### src/rtl/square_gen_param.sv
// square_gen_param: programmable square-wave generator.
//
// Runs a period counter over Per_a cycles and drives Pulse high while the
// counter is below Hi_a. New Period/High_Time values captured by Load are
// held as a pending pair. They are copied into the active pair only at a
// period boundary, so a running period always completes unchanged.
//
// Optional feature, macro SQUARE_BURST_EN: adds an ARMED state. Trigger then
// starts a burst of Burst_Count periods (0 = continuous). Burst_Done pulses
// for one cycle when the burst has finished.
//
// Ports:
//   sysclk       in   clock, all logic on the rising edge
//   Reset_n      in   synchronous active-low reset
//   Enable       in   run request
//   Period       in   CNT_W  period in cycles, captured on Load
//   High_Time    in   CNT_W  high cycles per period, captured on Load
//   Load         in   capture strobe for Period/High_Time
//   Trigger      in   burst start strobe (burst build only)
//   Burst_Count  in   BURST_W periods per burst, 0 = continuous
//   Pulse        out  registered square wave
//   Period_Start out  strobe in the first cycle of every period
//   Burst_Done   out  strobe after the last period of a burst
module square_gen_param #(
  parameter int CNT_W   = 16,
  parameter int BURST_W = 8
) (
  input  logic               sysclk,
  input  logic               Reset_n,
  input  logic               Enable,
  input  logic [CNT_W-1:0]   Period,
  input  logic [CNT_W-1:0]   High_Time,
  input  logic               Load,
  input  logic               Trigger,
  input  logic [BURST_W-1:0] Burst_Count,
  output logic               Pulse,
  output logic               Period_Start,
  output logic               Burst_Done
);

`ifdef SQUARE_BURST_EN
  typedef enum logic [1:0] {IDLE, RUN, ARMED} state_t;
`else
  typedef enum logic {IDLE, RUN} state_t;
`endif

  state_t           st_q, st_d;
  logic [CNT_W-1:0] cnt_q, cnt_d;
  logic [CNT_W-1:0] per_q, per_d, hi_q, hi_d;     // active pair
  logic [CNT_W-1:0] pper_q, pper_d, phi_q, phi_d; // pending pair
  logic             pend_q, pend_d;
  logic             pulse_q, pulse_d, ps_q, ps_d;
  logic             wrap;
  logic [CNT_W-1:0] new_per, new_hi;
  logic             new_vld;

`ifdef SQUARE_BURST_EN
  logic [BURST_W-1:0] rem_q, rem_d;  // periods left in burst, 0 = continuous
  logic               done_q, done_d;
`else
  logic unused_burst;
  assign unused_burst = ^{Trigger, Burst_Count};
`endif

  // Periods of 0 or 1 collapse to a single cycle, so every cycle wraps.
  assign wrap = (per_q <= CNT_W'(1)) || (cnt_q >= per_q - CNT_W'(1));

  // Values to install at a boundary: a Load in this very cycle wins over an
  // older pending pair.
  assign new_per = Load ? Period    : pper_q;
  assign new_hi  = Load ? High_Time : phi_q;
  assign new_vld = Load | pend_q;

  always_comb begin
    st_d   = st_q;
    cnt_d  = cnt_q;
    per_d  = per_q;
    hi_d   = hi_q;
    pper_d = pper_q;
    phi_d  = phi_q;
    pend_d = pend_q;
`ifdef SQUARE_BURST_EN
    rem_d  = rem_q;
    done_d = 1'b0;
`endif
    case (st_q)
      RUN: begin
        if (!Enable) begin
          st_d  = IDLE;
          cnt_d = '0;
          if (Load) begin
            pper_d = Period;
            phi_d  = High_Time;
            pend_d = 1'b1;
          end
        end else if (wrap) begin
          cnt_d = '0;
          if (new_vld) begin
            per_d  = new_per;
            hi_d   = new_hi;
            pend_d = 1'b0;
          end
`ifdef SQUARE_BURST_EN
          if (rem_q == BURST_W'(1)) begin
            st_d   = ARMED;
            done_d = 1'b1;
          end
          if (rem_q != '0) rem_d = rem_q - BURST_W'(1);
`endif
        end else begin
          cnt_d = cnt_q + CNT_W'(1);
          if (Load) begin
            pper_d = Period;
            phi_d  = High_Time;
            pend_d = 1'b1;
          end
        end
      end
      default: begin
        // Not generating: no period to protect, install new values at once.
        cnt_d = '0;
        if (new_vld) begin
          per_d  = new_per;
          hi_d   = new_hi;
          pend_d = 1'b0;
        end
`ifdef SQUARE_BURST_EN
        if (st_q == IDLE) begin
          if (Enable) st_d = ARMED;
        end else if (!Enable) begin
          st_d = IDLE;
        end else if (Trigger) begin
          st_d  = RUN;
          rem_d = Burst_Count;
        end
`else
        if (Enable) st_d = RUN;
`endif
      end
    endcase
    // Outputs are derived from next-state values so they are registered
    // yet still appear one cycle after the input sample.
    pulse_d = (st_d == RUN) && (cnt_d < hi_d);
    ps_d    = (st_d == RUN) && (cnt_d == '0);
  end

  always_ff @(posedge sysclk) begin
    if (!Reset_n) begin
      st_q    <= IDLE;
      cnt_q   <= '0;
      per_q   <= '0;
      hi_q    <= '0;
      pper_q  <= '0;
      phi_q   <= '0;
      pend_q  <= 1'b0;
      pulse_q <= 1'b0;
      ps_q    <= 1'b0;
`ifdef SQUARE_BURST_EN
      rem_q   <= '0;
      done_q  <= 1'b0;
`endif
    end else begin
      st_q    <= st_d;
      cnt_q   <= cnt_d;
      per_q   <= per_d;
      hi_q    <= hi_d;
      pper_q  <= pper_d;
      phi_q   <= phi_d;
      pend_q  <= pend_d;
      pulse_q <= pulse_d;
      ps_q    <= ps_d;
`ifdef SQUARE_BURST_EN
      rem_q   <= rem_d;
      done_q  <= done_d;
`endif
    end
  end

  assign Pulse        = pulse_q;
  assign Period_Start = ps_q;
`ifdef SQUARE_BURST_EN
  assign Burst_Done   = done_q;
`else
  assign Burst_Done   = 1'b0;
`endif

endmodule

### config.mk
export PLATFORM = sky130hd
export DESIGN_NAME = square_gen_param
export DESIGN_NICKNAME = d
export VERILOG_FILES = /design/src/rtl/square_gen_param.sv
export SDC_FILE = /design/constraint.sdc
export NUM_CORES = 1
export LEC_CHECK = 0
export ABC_AREA = 0
export CAP_MARGIN = 20
export CORE_UTILIZATION = 55
export CTS_BUF_LIST = sky130_fd_sc_hd__clkbuf_8
export DETAILED_ROUTE_END_ITERATION = 16
export GPL_TIMING_DRIVEN = 0
export PLACE_DENSITY = 0.82
export SLEW_MARGIN = 15
export SYNTH_ARGS = -nofsm -noshare
export SYNTH_HDL_FRONTEND = slang
export SYNTH_SLANG_ARGS = --single-unit
### constraint.sdc
create_clock -name sysclk -period 6.81 [get_ports sysclk]
set_clock_uncertainty 0.2 [all_clocks]
set_input_delay 1.0215 -clock sysclk [delete_from_list [all_inputs] [get_ports sysclk]]
set_output_delay 1.0215 -clock sysclk [all_outputs]
set_load 0.005 [all_outputs]
==> impl_metrics.csv <==
group,metric,value,unit
drt,detailedRoute.firstPassIterationCount,5,
drt,route.detailed.drc,0,
cells_and_area,fillCellCount,723,
drt,route.final.wire_length,12700,microns
global_route,grt_use_total,30.0,%
placement,numPortBuffers,35,
placement,dp_hpwl,9580,microns
flow_run,max_cap_viol_count,0,
synth,ys_seq_area_share,34.6,%
sta,report.final.slew_viol_count,0,
sta,post-route-min-period,6.15,ns
synth,ys_async_sr_fraction,0,%
synth,ys_seq_elements,84,
power,power_density,193,nW/um^2
setup_path,critPathMaxFanout,10,
placement,dp_cell_count,748,
sta,unrepaired_setup_endpoints_after_global_routing,"false",
power,p_clk_share,31.2,%
power,vdd.ir_drop.worst,118,uV
die,ios,48,
clock_tree,cts_hold_bufs,0,
setup_path,worstSetupStartpointType,"flop",
clock_tree,htree_num_levels,3,
power,switching_share,30.1,%
die,placeableCoreArea,8380,sq um
drt,dr_total_vias,4581,
clock_tree,cts_made_buffers,9,
sta,timing.max_slew.rel_slack,46.4,%
synth,synth_enable_flop_cells,0,
setup_path,timing.critical_path.to_type,"flop",
die,die_x,96.0,microns
global_route,grt_pass1_vias,4309,
power,power.switching,0.000321,W
global_route,grt_pass1_wl,20900,microns
setup_path,worstPathRequired,6.88,ns
sta,report.final.setup_viol,0,
die,design.die.area,9210,sq um
clock_tree,clk_latency,0.36,ns
global_route,largest_net_degree_at_the_start_of_global_routing,15,
sta,actual_slew_at_the_worst_max_slew_pin,0.795,ns
cells_and_area,finish.utilization,65.8,%
clock_tree,number_of_sinks_handled_by_clock_tree_synthesis,84,
cells_and_area,drive_above_1_share,7.28,%
power,p_leak,2.04,nW
synth,postSynthCellCount,608,
die,die_h,96.0,microns
sta,timing.setup.tns,0,ns
synth,syn_std_cell_area,4860,sq um
min_path,holdCritPathClass,"reg2reg",
synth,yosys_most_used_dff,"dfxtp_1",
placement,finalWeightedCongestion,0.890,
drt,drt-vias-per-instance,6.00,
cells_and_area,flow.area_growth_from_synthesis,13.6,%
sta,hold_viol_final,0,
synth,yosys.cell_types.count,47,
power,pwr-share-seq,49.9,%
clock_tree,clock_path_buffers,2,
cells_and_area,antenna_cells_inserted,0,
global_route,global_route_congestion_overflow_total,0,
drt,route.detailed.wl_per_inst,16.7,microns
power,combPwrFrac,18.9,%
clock_tree,clock_tree_from_tritoncts,"yes",
clock_tree,cts.root.buffer_cell,"clkbuf_8",
sta,final.period_utilization,90.3,%
die,num_rows,33,
clock_tree,post_cts.resized_instances,0,
global_route,number_of_antenna_violations_at_the_first_check_in_global_routing,0,
setup_path,critPathKind,"reg2reg",
synth,syn-mean-instance-area,7.99,sq um
cells_and_area,stdcell_count,764,
drt,dr.first_iter.drc_count,377,
drt,detail-route-antenna-nets,0,
sta,achievable-frequency,163,MHz
cells_and_area,final_net_count,733,
synth,synth-warning-count,0,
clock_tree,setup_buffers_after_cts,0,
power,internal_power,0.000745,W
run_status,status,"complete, no violations",
setup_path,worst-endpoint-arrival,6.22,ns
die,initial_core_util,58.0,%
synth,postSynthNetCount,687,
setup_path,timing.reg2reg.setup_slack,0.66,ns
clock_tree,worst_setup_hold_path_clk_slew,0.09,ns
[flip-flops by register name, indices dropped and copies added (netlist names)]
name / flops
Period_Start: 1
Pulse: 1
cnt_q: 16
hi_q: 16
pend_q: 1
per_q: 16
phi_q: 16
pper_q: 16
st_q: 1
[worst max-delay path, cell delays in order (launching register included)]
cell      delay, ns
dfxtp_1        0.39
or4_1          0.61
nor3_2         0.29
nor2b_1        0.31
nand2b_1       0.10
xor2_1         0.16
ha_1           0.32
nand4_1        0.16
or4_1          0.56
o32a_1         0.38
a31oi_4        0.43
nor2_4         0.11
buf_2          0.22
a22o_1         0.26
nor2_1         0.16
ha_1           0.27
a211oi_1       0.46
nand3_1        0.15
nor3_1         0.17
o21ai_0        0.11
o22ai_1        0.21
[through the flow]
step	area [sq um]	hold slack, ns	setup WS [ns]	total power, W
6_report	5520	0.261	0.661	0.00107
5_1_grt	5520	0.284	0.330	0.00111
4_1_cts	5520	0.262	0.751	0.00106
3_5_place_dp	5340	0.250	0.786	0.000742
3_3_place_gp	5340	0.242	0.924	0.000731
2_1_floorplan	4860	0.236	1.55	0.000672
[cell usage in the layout, fill, tap and decap left out, drive strengths merged, types with 2 or more instances in the layout]
cell type | Yosys | final
nor4 | 9 | 9
a211oi | 3 | 3
clkdlybuf4s50 | 0 | 35
clkinv | 1 | 4
o21ai | 6 | 6
xnor2 | 19 | 19
nor2 | 68 | 68
xor2 | 10 | 10
nor3b | 16 | 16
buf | 10 | 10
o21a | 19 | 19
o211ai | 16 | 16
nand3 | 14 | 14
nand2 | 84 | 84
nor2b | 2 | 2
a22o | 15 | 15
and3 | 3 | 3
nand2b | 18 | 18
nor3 | 11 | 11
a31oi | 2 | 2
nand4 | 5 | 5
or4 | 3 | 3
a21oi | 74 | 74
o221a | 16 | 16
ha | 34 | 34
dfxtp | 84 | 84
or3 | 2 | 2
clkbuf | 27 | 37
inv | 24 | 25
clkinvlp | 0 | 2
[synth_stat cells (2+ instances only)]
cell      number  area share [%]
dfxtp_1       84              35
nor4_1         9             1.2
nand2_1       84             6.5
nor2_4         2            0.46
a21oi_1       73             7.5
o221a_2       16             3.7
xor2_1        10             1.8
o21ai_0        6            0.62
nor3_1        10             1.0
nand2b_1      18             2.3
xnor2_1       19             3.4
nor2b_1        2            0.26
a211oi_1       3            0.46
nand3_1       14             1.4
o21a_1        19             2.9
buf_2          5            0.51
and3_1         3            0.39
nor3b_1       16             2.5
ha_1          34             8.8
clkbuf_1      27             2.1
or4_1          3            0.46
inv_1         24             1.9
buf_4          4            0.62
nand4_1        5            0.64
nor2_1        66             5.1
o211ai_1      16             2.5
a22o_1        15             2.7
or3_1          2            0.26
[final cells by class]
type	count	area, sq um	area share [%]
Buffer	37	160	2.90
Clock inverter	6	41.3	0.748
Multi-Input combinational cell	462	2920	53.0
Tap cell	105	131	2.38
Clock buffer	10	138	2.49
Sequential cell	84	1680	30.5
Inverter	25	93.8	1.70
Timing Repair Buffer	35	350	6.35
[per-layer routing]
layer	global-route usage (%)	vias up	part of all wire (%)
met5	0	-	0
met4	13.8	0	2.1
met3	5.92	22	7.5
met2	47.3	180	48
met1	39.4	2144	43
li1	-	2235	-
[cells by family after synthesis]
logic type	count (synthesis)	synth area share, %
AOI/OAI and AO/OA	161	23.1
xor gates and xnor gates	29	5.23
adders and majority gates	34	8.76
buffers and inverters	62	5.23
DFF	84	34.6
other	1	0.0772
and+or+nand+nor	237	23.0
[power by group through the flow]
stage | Sequential [W] | Combinational [W] | Clock, W
after CTS | 0.000532 | 0.000200 | 0.000331
final | 0.000533 | 0.000201 | 0.000332
after global routing | 0.000536 | 0.000222 | 0.000351
after global placement | 0.000542 | 0.000189 | 0
after floorplan | 0.000539 | 0.000134 | 0
after detailed placement | 0.000543 | 0.000199 | 0
[worst paths after layout]
kind	startpoint	to	depth (start not counted)
max	per_q[4]$_SDFFE_PN0P_	Pulse$_SDFF_PN0_	20
min	pper_q[1]$_SDFFE_PN0P_	pper_q[1]$_SDFFE_PN0P_	2
max reg2reg	per_q[4]$_SDFFE_PN0P_	Pulse$_SDFF_PN0_	20
min reg2reg	pper_q[1]$_SDFFE_PN0P_	pper_q[1]$_SDFFE_PN0P_	2
No activity file was read; power rests on OpenSTA's default activity.
